`config.mk`:
```
export PLATFORM = sky130hd
export DESIGN_NAME = clk_div_multi_flat
export DESIGN_NICKNAME = d
export VERILOG_FILES = /design/src/rtl/clk_div_multi_pkg.sv /design/src/rtl/clk_div_multi_if.sv /design/src/rtl/clk_div_multi_chan.sv /design/src/rtl/clk_div_multi.sv /design/src/flat_wrapper.sv
export SDC_FILE = /design/constraint.sdc
export NUM_CORES = 1
export LEC_CHECK = 0
export BUFFER_PORTS_ARGS = -buffer_cell sky130_fd_sc_hd__buf_2
export CORE_UTILIZATION = 63
export DETAILED_ROUTE_END_ITERATION = 8
export PLACE_DENSITY = 0.91
export SYNTH_ARGS = -nofsm -noshare
export SYNTH_HDL_FRONTEND = slang
export SYNTH_HIERARCHICAL = 1
export SYNTH_SLANG_ARGS = --single-unit
export TNS_END_PERCENT = 5
```
`constraint.sdc`:
```
create_clock -name clk -period 3.2 [get_ports clk]
set_input_delay 0.64 -clock clk [delete_from_list [all_inputs] [get_ports clk]]
set_output_delay 0.64 -clock clk [all_outputs]
set_load 0.02 [all_outputs]
```
`src/rtl/clk_div_multi_pkg.sv`:
```
// Shared constants and helpers for the multi-channel programmable clock divider.
package clk_div_pkg;

  // Default divisor / counter width.
  localparam int W_DEF = 16;

  // Smallest divisor that keeps a channel running; anything below turns it off.
  localparam int DIV_MIN = 2;

  // Number of high cycles in one output period for divisor d (floor(d/2)).
  function automatic logic [31:0] half_period(input logic [31:0] d);
    return d >> 5'd1;
  endfunction

endpackage

```
`src/rtl/clk_div_multi_if.sv`:
```
// Divisor-write bus and per-channel status/clock outputs of clk_div_multi.
interface clk_div_multi_if
  import clk_div_pkg::*;
#(
  parameter int N = 2,
  parameter int W = W_DEF
);
  localparam int CW = (N > 1) ? $clog2(N) : 1;

  logic          wr_en;
  logic [CW-1:0] wr_ch;
  logic [W-1:0]  wr_div;
  logic [N-1:0]  pend;
  logic [N-1:0]  clk_out;
  logic [N-1:0]  tick;

  modport master (
    output wr_en, wr_ch, wr_div,
    input  pend, clk_out, tick
  );

  modport slave (
    input  wr_en, wr_ch, wr_div,
    output pend, clk_out, tick
  );
endinterface

```
`src/rtl/clk_div_multi_chan.sv`:
```
// One divider channel: period counter, active/pending divisor registers,
// boundary-aligned divisor update and (with CLK_DIV_ODD_DUTY50_EN defined)
// a negedge stage that evens out the duty cycle for odd divisors.
module clk_div_chan
  import clk_div_pkg::*;
#(
  parameter int           W       = W_DEF,
  parameter logic [W-1:0] RST_DIV = W'(500)
) (
  input  logic         clk,
  input  logic         rst,
  input  logic         wr_sel_i,
  input  logic [W-1:0] wr_div_i,
  output logic         pend_o,
  output logic         clk_out_o,
  output logic         tick_o
);

  logic [W-1:0] cnt_q, cnt_d;
  logic [W-1:0] div_q, div_d;
  logic [W-1:0] pend_div_q, pend_div_d;
  logic         pend_q, pend_d;
  logic         clk_out_q, clk_out_d;
  logic         tick_q, tick_d;

  logic         active_s;
  logic         last_s;
  logic         bound_s;
  logic [W-1:0] half_s;

  // A divisor below DIV_MIN parks the channel; every edge is then a boundary.
  assign active_s = (div_q >= W'(DIV_MIN));
  assign last_s   = active_s && (cnt_q == (div_q - W'(1)));
  assign bound_s  = !active_s || last_s;
  assign half_s   = W'(half_period(32'(div_q)));

  // Next-state: count, and swap in a new divisor only at a period boundary.
  always_comb begin
    cnt_d      = cnt_q;
    div_d      = div_q;
    pend_div_d = pend_div_q;
    pend_d     = pend_q;
    clk_out_d  = active_s && (cnt_q < half_s);
    tick_d     = last_s;
    if (bound_s) begin
      cnt_d = W'(0);
      if (wr_sel_i) begin
        // A write landing on the boundary wins over any older pending value.
        div_d  = wr_div_i;
        pend_d = 1'b0;
      end else if (pend_q) begin
        div_d  = pend_div_q;
        pend_d = 1'b0;
      end else begin
        div_d  = div_q;
      end
    end else begin
      cnt_d = cnt_q + W'(1);
      if (wr_sel_i) begin
        // Last write before the boundary wins.
        pend_div_d = wr_div_i;
        pend_d     = 1'b1;
      end else begin
        pend_div_d = pend_div_q;
      end
    end
  end

  // Channel state registers with asynchronous active-low reset.
  always_ff @(posedge clk or negedge rst) begin
    if (!rst) begin
      cnt_q      <= W'(0);
      div_q      <= RST_DIV;
      pend_div_q <= W'(0);
      pend_q     <= 1'b0;
      clk_out_q  <= 1'b0;
      tick_q     <= 1'b0;
    end else begin
      cnt_q      <= cnt_d;
      div_q      <= div_d;
      pend_div_q <= pend_div_d;
      pend_q     <= pend_d;
      clk_out_q  <= clk_out_d;
      tick_q     <= tick_d;
    end
  end

  assign pend_o = pend_q;
  assign tick_o = tick_q;

`ifdef CLK_DIV_ODD_DUTY50_EN
  logic neg_q;

  // Half-cycle delayed copy of the divided clock for odd-divisor stretching.
  always_ff @(negedge clk or negedge rst) begin
    if (!rst) begin
      neg_q <= 1'b0;
    end else begin
      neg_q <= clk_out_q;
    end
  end

  // Odd divisors get their high phase extended by half a clk cycle.
  assign clk_out_o = div_q[0] ? (clk_out_q | neg_q) : clk_out_q;
`else
  assign clk_out_o = clk_out_q;
`endif

endmodule

```
`src/rtl/clk_div_multi.sv`:
```
// N-channel programmable clock divider top: decodes divisor writes to the
// addressed channel and instantiates one clk_div_chan per channel.
// Optional build macro: CLK_DIV_ODD_DUTY50_EN (50% duty for odd divisors).
module clk_div_multi
  import clk_div_pkg::*;
#(
  parameter int             N       = 2,
  parameter int             W       = W_DEF,
  parameter logic [N*W-1:0] DIV_RST = {16'd500, 16'd50}
) (
  input  logic           clk,
  input  logic           rst,
  clk_div_multi_if.slave bus
);

  localparam int CW = (N > 1) ? $clog2(N) : 1;

  logic [N-1:0] pend_s;
  logic [N-1:0] clk_out_s;
  logic [N-1:0] tick_s;

  // Channel numbers >= N match no instance, so such writes are dropped.
  for (genvar i = 0; i < N; i++) begin : g_ch
    logic wr_sel_s;

    assign wr_sel_s = bus.wr_en && (bus.wr_ch == CW'(i));

    clk_div_chan #(
      .W       (W),
      .RST_DIV (DIV_RST[i*W +: W])
    ) u_chan (
      .clk       (clk),
      .rst       (rst),
      .wr_sel_i  (wr_sel_s),
      .wr_div_i  (bus.wr_div),
      .pend_o    (pend_s[i]),
      .clk_out_o (clk_out_s[i]),
      .tick_o    (tick_s[i])
    );
  end

  assign bus.pend    = pend_s;
  assign bus.clk_out = clk_out_s;
  assign bus.tick    = tick_s;

endmodule
```
`src/flat_wrapper.sv`:
```
// flat-port wrapper written by rule: the top's interface ports become plain ports
module clk_div_multi_flat import clk_div_pkg::*;
#(
  parameter int             N       = 2,
  parameter int             W       = W_DEF,
  parameter logic [N*W-1:0] DIV_RST = {16'd500, 16'd50}
)
  (clk, rst, bus_wr_en, bus_wr_ch, bus_wr_div, bus_pend, bus_clk_out, bus_tick);
  clk_div_multi_if #(.N(N), .W(W)) bus_i ();
  input  logic clk;
  input  logic rst;
  input wire logic [$bits(bus_i.wr_en)-1:0] bus_wr_en;
  input wire logic [$bits(bus_i.wr_ch)-1:0] bus_wr_ch;
  input wire logic [$bits(bus_i.wr_div)-1:0] bus_wr_div;
  output wire logic [$bits(bus_i.pend)-1:0] bus_pend;
  output wire logic [$bits(bus_i.clk_out)-1:0] bus_clk_out;
  output wire logic [$bits(bus_i.tick)-1:0] bus_tick;
  assign bus_i.wr_en = bus_wr_en;
  assign bus_i.wr_ch = bus_wr_ch;
  assign bus_i.wr_div = bus_wr_div;
  assign bus_pend = bus_i.pend;
  assign bus_clk_out = bus_i.clk_out;
  assign bus_tick = bus_i.tick;
  clk_div_multi #(.N(N), .W(W), .DIV_RST(DIV_RST)) u_core (.clk(clk), .rst(rst), .bus(bus_i));
endmodule
```
==> reports/metrics.cfg, run 1 <==
[global_route]
grt_first_pass_wirelength_mm=28.9
antenna_found_initial=0
grt_max_degree=54
grt_pass1_vias=5913
track_usage_pct=31.6
gr-total-overflow=0

[timing]
rsz0062_at_grt=yes
maxSlewHeadroom_pct=36.5
fmax_mhz=334
hold_slack_ps=337
fin_tns_setup_ps=0
post-route-period-util_pct=93.6
max_slew.worst_pin.slew_ps=952
slew_violations=0
final_hold_viol_count=0
setup_viol=0
finalClockSkew_ps=8.15
fin_crit_ps=3000

[route]
viasPerCell=6.55
drt-met1-wl_mm=7.58
firstDrtPassIters=5
wl_met3_mm=1.45
routed.top_layer=met4
ant_nets=0
drt_iter0_drc=503
met2_length_mm=8.32
drc_errors=0
wirelength_mm=17.8
num_vias=5975
wire_per_inst_um=19.5

[yosys]
ys_seq_elements=102
synth_xor_area_share_pct=8.69
ys_warn_count=6
synthMuxAreaShare_pct=10.3
syn_area_um2=7150
synthAdderAreaFrac_pct=5.95
ys_seq_area_share_pct=35.8
syn-instance-count=768
syn-num-nets=822
synth_cell_types=75
async_reset_ff_share_pct=100
synth_top_area_share_pct=32.5
syn_avg_cell_area_um2=9.31
synth_top_cell_by_area=dfrtp_1
synth_top_family_by_area=simple AND/OR/NAND/NOR gates
ys.flop_type=dfrtp_1
synth_area_leaders=dfrtp_1 (33%), ha_1 (5.9%), xnor2_1 (5.0%)
synth-simple-area-share_pct=19.1
synth-edff-count=0
synth_compound_gate_area_share_pct=13.7

[clock_network]
clk_pin_slew_ps=70
cts_buffer_depth=2
cts_tree=built
root_buffer=clkbuf_16
cts_inserted_buffers=9
clkSinkCount=102
htree_levels=3
clk_latency_ps=350

[die]
die_h_um=109
dieArea_um2=11800
num_rows=38
pin_count=26
start_util_pct=65.4
fp.coreArea_um2=10900
die_width_um=109

[placed_design]
dp_hpwl_mm=12.3
io_buffers=25
place_congestion=0.987

[worst_setup_path]
endpoint=u_core/g_ch[0].u_chan/pend_div_q[0]
crit_arrival_ps=3230
r2r-start=u_core/g_ch[0].u_chan/div_q[0]
crit_fanout=16
reg2reg_slack_ps=200
startpoint=u_core/g_ch[0].u_chan/div_q[0]
worstPathRequired_ps=3430
path_cells=inv_1 -> ha_2 -> nor2b_1 -> nand3_1 -> xor2_1 -> nand2_1 -> nor4b_1 -> and4_1 -> or3_1 -> buf_12 -> mux2_2
regToRegEndpoint=u_core/g_ch[0].u_chan/pend_div_q[0]
reg2reg_depth=11
critical-path-max-stage-delay_ps=470
endpoint_kind=flop
crit_slowest_cell=dfrtp_1
critical_path.startpoint_type=flop
worstSetupPathType=flop to flop

[power_and_ir_drop]
power.internal_uw=2180
p_leak_uw=0.00361
peakVddDrop_mv=0.324
p_comb_share_pct=12.4
clkPwrFrac_pct=39.2
switching_share_pct=26.3
power.switching_uw=779
seqPwrFrac_pct=48.4
powerDensity_nw_per_um2=388

[final_layout]
multi_input_area_um2=4140
layout-drive-gt1-share_pct=15.4
seq_area_um2=2560
n_fill_cell=786
diodes=0
most-common-layout-cells=dfrtp_1 (93), nor2_1 (72), nand2_1 (54), xnor2_1 (41)
nNetsFinal=821
layout_commonest_cell=dfrtp_1
area_growth_pct=6.54

[outcome]
status=complete, no violations

[job]
max-cap-violations=0

[min_path]
hold_path_class=primary input to async pin

power by group through the flow:
| stage | combinational [µW] | clock [µW] | sequential [µW] |
|---|---|---|---|
| floorplan | 271 | 0 | 1420 |
| global placement | 331 | 0 | 1450 |
| detailed placement | 354 | 0 | 1450 |
| CTS | 359 | 1160 | 1430 |
| global route | 403 | 1210 | 1440 |
| finish | 367 | 1160 | 1430 |
flip-flops by register name, indices dropped and copies added (netlist names):
signal,count
u_core/g_ch.u_chan/cnt_q,32
u_core/g_ch.u_chan/div_q,32
u_core/g_ch.u_chan/pend_div_q,32
u_core/g_ch.u_chan/clk_out_o,2
u_core/g_ch.u_chan/pend_o,2
u_core/g_ch.u_chan/tick_o,2
worst min path at each step:
stage,startpoint,end,slack (ps),depth (start not counted)
floorplan,rst,u_core/g_ch[0].u_chan/clk_out_o,340,0
global placement,u_core/g_ch[1].u_chan/pend_div_q[1],u_core/g_ch[1].u_chan/pend_div_q[1],490,1
detailed placement,u_core/g_ch[0].u_chan/pend_div_q[13],u_core/g_ch[0].u_chan/pend_div_q[13],500,1
CTS,rst,u_core/g_ch[0].u_chan/cnt_q[8],370,1
global route,rst,u_core/g_ch[0].u_chan/div_q[15],400,1
finish,rst,u_core/g_ch[0].u_chan/div_q[14],340,1
worst max-delay path, delay by kind of cell (launching register included):
kind,cells,cell delay [ps]
simple gates,6,1140
flops,1,470
mux,1,350
fa+ha+maj,1,330
buf+inv,2,320
xor+xnor,1,240
per-stage QoR:
stage | setup slack, ps | total power (µW) | area [µm²] | instances | utilization (%)
2_1_floorplan | 482 | 1700 | 7150 | 768 | -
6_report | 205 | 2960 | 7620 | 912 | 69.7
3_3_place_gp | 320 | 1780 | 7260 | 894 | 66.4
3_5_place_dp | 181 | 1800 | 7260 | 894 | 66.4
5_1_grt | 12.2 | 3060 | 7620 | 912 | 69.7
4_1_cts | 123 | 2950 | 7580 | 910 | 69.3
repair_timing:
action,in CTS,in global routing
buffers inserted,0,2
hold buffers,0,0
endpoints found under the setup margin,0,56
resized for setup,0,3
cell families (layout without fill, tap and decap cells):
| group | Yosys count | in the layout |
|---|---|---|
| AOI/OAI and AO/OA | 147 | 147 |
| xor gates and xnor gates | 71 | 71 |
| adders and majority gates | 34 | 34 |
| buffers and inverters | 90 | 94 |
| DFF | 102 | 102 |
| muxes | 62 | 62 |
| and+or+nand+nor | 262 | 262 |
final cells by class:
| class | count | area share, % |
|---|---|---|
| multi-input cells | 576 | 54.4 |
| flip-flops and latches | 102 | 33.6 |
| repair buffers | 38 | 3.61 |
| clock buffers | 10 | 3.14 |
| well taps | 140 | 2.30 |
| inverters | 40 | 1.97 |
| clock inverters | 6 | 0.985 |
synth_stat cells, types with 5 or more instances:
library cell,n
dfrtp_1,93
nor2_1,72
nand2_1,55
xnor2_1,41
inv_1,40
o21ai_0,40
a21oi_1,38
ha_1,34
mux2i_1,30
xor2_1,30
clkbuf_1,27
and3_1,26
nor3_1,23
nand3_1,22
mux2_4,20
a311oi_1,13
mux2_2,12
nand4_1,11
a21o_1,10
dfstp_2,9
o21a_1,9
nor4_1,8
buf_2,7
nand2b_1,6
and2_1,5
buf_6,5
layer usage:
layer / GRT usage [%] / vias to the layer above
met1: 42.1 / 2958
met3: 4.88 / 43
met2: 51.1 / 275
met5: 0 / -
met4: 13.5 / 0
li1: - / 2699
Note: power is estimated with default switching activity, not from simulation.
==> inputs of run 2 (changes only) <==
GPL_TIMING_DRIVEN = 0   (was not set)
REMOVE_ABC_BUFFERS = 1   (was not set)
==> run 2 against run 1 <==
Register-to-register slack got worse by 140 ps. Combinational power up 1%. Maximum frequency is 4.5% lower. Critical endpoint is now u_core/g_ch[0].u_chan/pend_div_q[1]. Largest cell class unchanged.
==> reports/metrics.cfg, run 2 (synthesis gave the netlist of run 1 again) <==
[outcome]
status=complete, no violations

[final_layout]
most-common-layout-cells=dfrtp_1 (92), nor2_1 (72), nand2_1 (54), xnor2_1 (41)
n_fill_cell=761
top_regs=u_core/g_ch.u_chan/cnt_q x32, u_core/g_ch.u_chan/div_q x32, u_core/g_ch.u_chan/pend_div_q x32
area_growth_pct=7.80
nNetsFinal=821
layout-drive-gt1-share_pct=16.1
fin_area_um2=7710
diodes=0
layout_commonest_cell=dfrtp_1

[power_and_ir_drop]
p_comb_share_pct=11.7
clkPwrFrac_pct=43.0
p_leak_uw=0.00365
switching_share_pct=24.5
power.switching_uw=778
power_uw=3180
peakVddDrop_mv=0.333
powerDensity_nw_per_um2=412
power.internal_uw=2400
seqPwrFrac_pct=45.3

[route]
drt_iter0_drc=653
ant_nets=0
viasPerCell=6.80
drc_errors=0
wirelength_mm=18.6
wire_per_inst_um=20.4
num_vias=6202
firstDrtPassIters=6

[clock_network]
holdBufCountCts=0
clk_pin_slew_ps=70
root_buffer=clkbuf_16
cts_inserted_buffers=9
htree_levels=3
cts_buffer_depth=2
cts_tree=built
clkSinkCount=102
clk_latency_ps=360

[placed_design]
placed_cell_area_um2=7170
place_congestion=0.912
io_buffers=25
dp_hpwl_mm=12.2

[timing]
fin_crit_ps=3140
post-route-period-util_pct=98.0
maxSlewHeadroom_pct=35.9
slew_violations=0
final_hold_viol_count=0
finalClockSkew_ps=8.09
max_slew.worst_pin.slew_ps=962
fmax_mhz=319
setup_viol=0

[global_route]
grt_max_degree=68
grt_pass1_vias=6054
gr-total-overflow=0
track_usage_pct=32.1
grt_first_pass_wirelength_mm=29.3
antenna_found_initial=0

[min_path]
hold_path_class=primary input to async pin

[worst_setup_path]
critical_path.startpoint_type=flop
worstPathRequired_ps=3450
reg2reg_depth=10
crit_arrival_ps=3380
endpoint_kind=flop
crit_fanout=12
worstSetupPathType=flop to flop

[job]
max-cap-violations=0

[die]
num_rows=38
start_util_pct=65.4
pin_count=26
dieArea_um2=11800
die_width_um=109
die_h_um=109
fp.coreArea_um2=10900

-- run 2: changes by cell type in the layout (fill, tap and decap cells not counted), sizes merged --
cell,previous run,this run
buf,38,36
bufinv,1,4
clkinv,0,1
inv,44,40
o2111ai,3,4
or3,2,3
-- run 2: area by class of cell --
| type | instances | area, µm² | area share [%] |
|---|---|---|---|
| clock buffer | 10 | 239 | 3.10 |
| clock inverter | 6 | 133 | 1.72 |
| inverter | 40 | 150 | 1.95 |
| multi-input combinational | 578 | 4190 | 54.4 |
| sequential | 102 | 2560 | 33.3 |
| tap | 140 | 175 | 2.27 |
| timing repair buffer | 36 | 255 | 3.31 |
-- run 2: power by group through the flow --
| stage | clock network, µW | registers (µW) | logic [µW] |
|---|---|---|---|
| global placement | 0 | 1440 | 319 |
| CTS | 1380 | 1430 | 355 |
| global route | 1430 | 1440 | 405 |
| finish | 1370 | 1440 | 371 |
| detailed placement | 0 | 1450 | 348 |
| floorplan | 0 | 1430 | 244 |
-- run 2: final timing paths --
| check | end | from | slack, ps |
|---|---|---|---|
| hold reg to reg | u_core/g_ch[1].u_chan/pend_div_q[6] | u_core/g_ch[1].u_chan/pend_div_q[6] | 520 |
| setup reg to reg | u_core/g_ch[0].u_chan/pend_div_q[1] | u_core/g_ch[0].u_chan/div_q[0] | 60 |
| max in group asynchronous | u_core/g_ch[1].u_chan/div_q[6] | rst | 2210 |
| hold / removal | u_core/g_ch[0].u_chan/cnt_q[1] | rst | 240 |
| min in group clk | u_core/g_ch[1].u_chan/pend_div_q[6] | u_core/g_ch[1].u_chan/pend_div_q[6] | 520 |
| setup / recovery | u_core/g_ch[0].u_chan/pend_div_q[1] | u_core/g_ch[0].u_chan/div_q[0] | 60 |
-- run 2: worst max-delay path, stage by stage, from the launching register on --
cell	delay [ps]
dfrtp_1	460
inv_1	160
ha_2	350
nor2b_1	210
nand3_1	150
xor2_1	250
nand2_1	80
nor4b_1	350
and4_4	400
or3_4	260
mux2_2	350
-- run 2: routing by layer --
layer | GRT usage (%) | part of all wire (%)
met5 | 0 | 0
met2 | 51.5 | 48
met4 | 11.3 | 2.6
met1 | 41.3 | 40
met3 | 8.98 | 9.5
-- run 2: repair_timing --
action | in CTS | in global routing
setup buffers | 0 | 10
resized for setup | 8 | 5
endpoints found under the setup margin | 72 | 41
pin swaps | 2 | 4
gates cloned | 1 | 1
-- run 2: stage by stage --
stage / worst slack (ps) / utilization [%] / TNS (ps) / hold WS, ps / std cells
6_report: 62.5 / 70.5 / 0 / 242 / 912
5_1_grt: -4.21 / 70.5 / -4.98 / 280 / 912
4_1_cts: 7.18 / 69.3 / 0 / 260 / 901
3_5_place_dp: -806 / 65.6 / -24450 / 500 / 884
3_3_place_gp: -653 / 65.3 / -16470 / 488 / 883
2_1_floorplan: -66.3 / - / -534 / 344 / 718
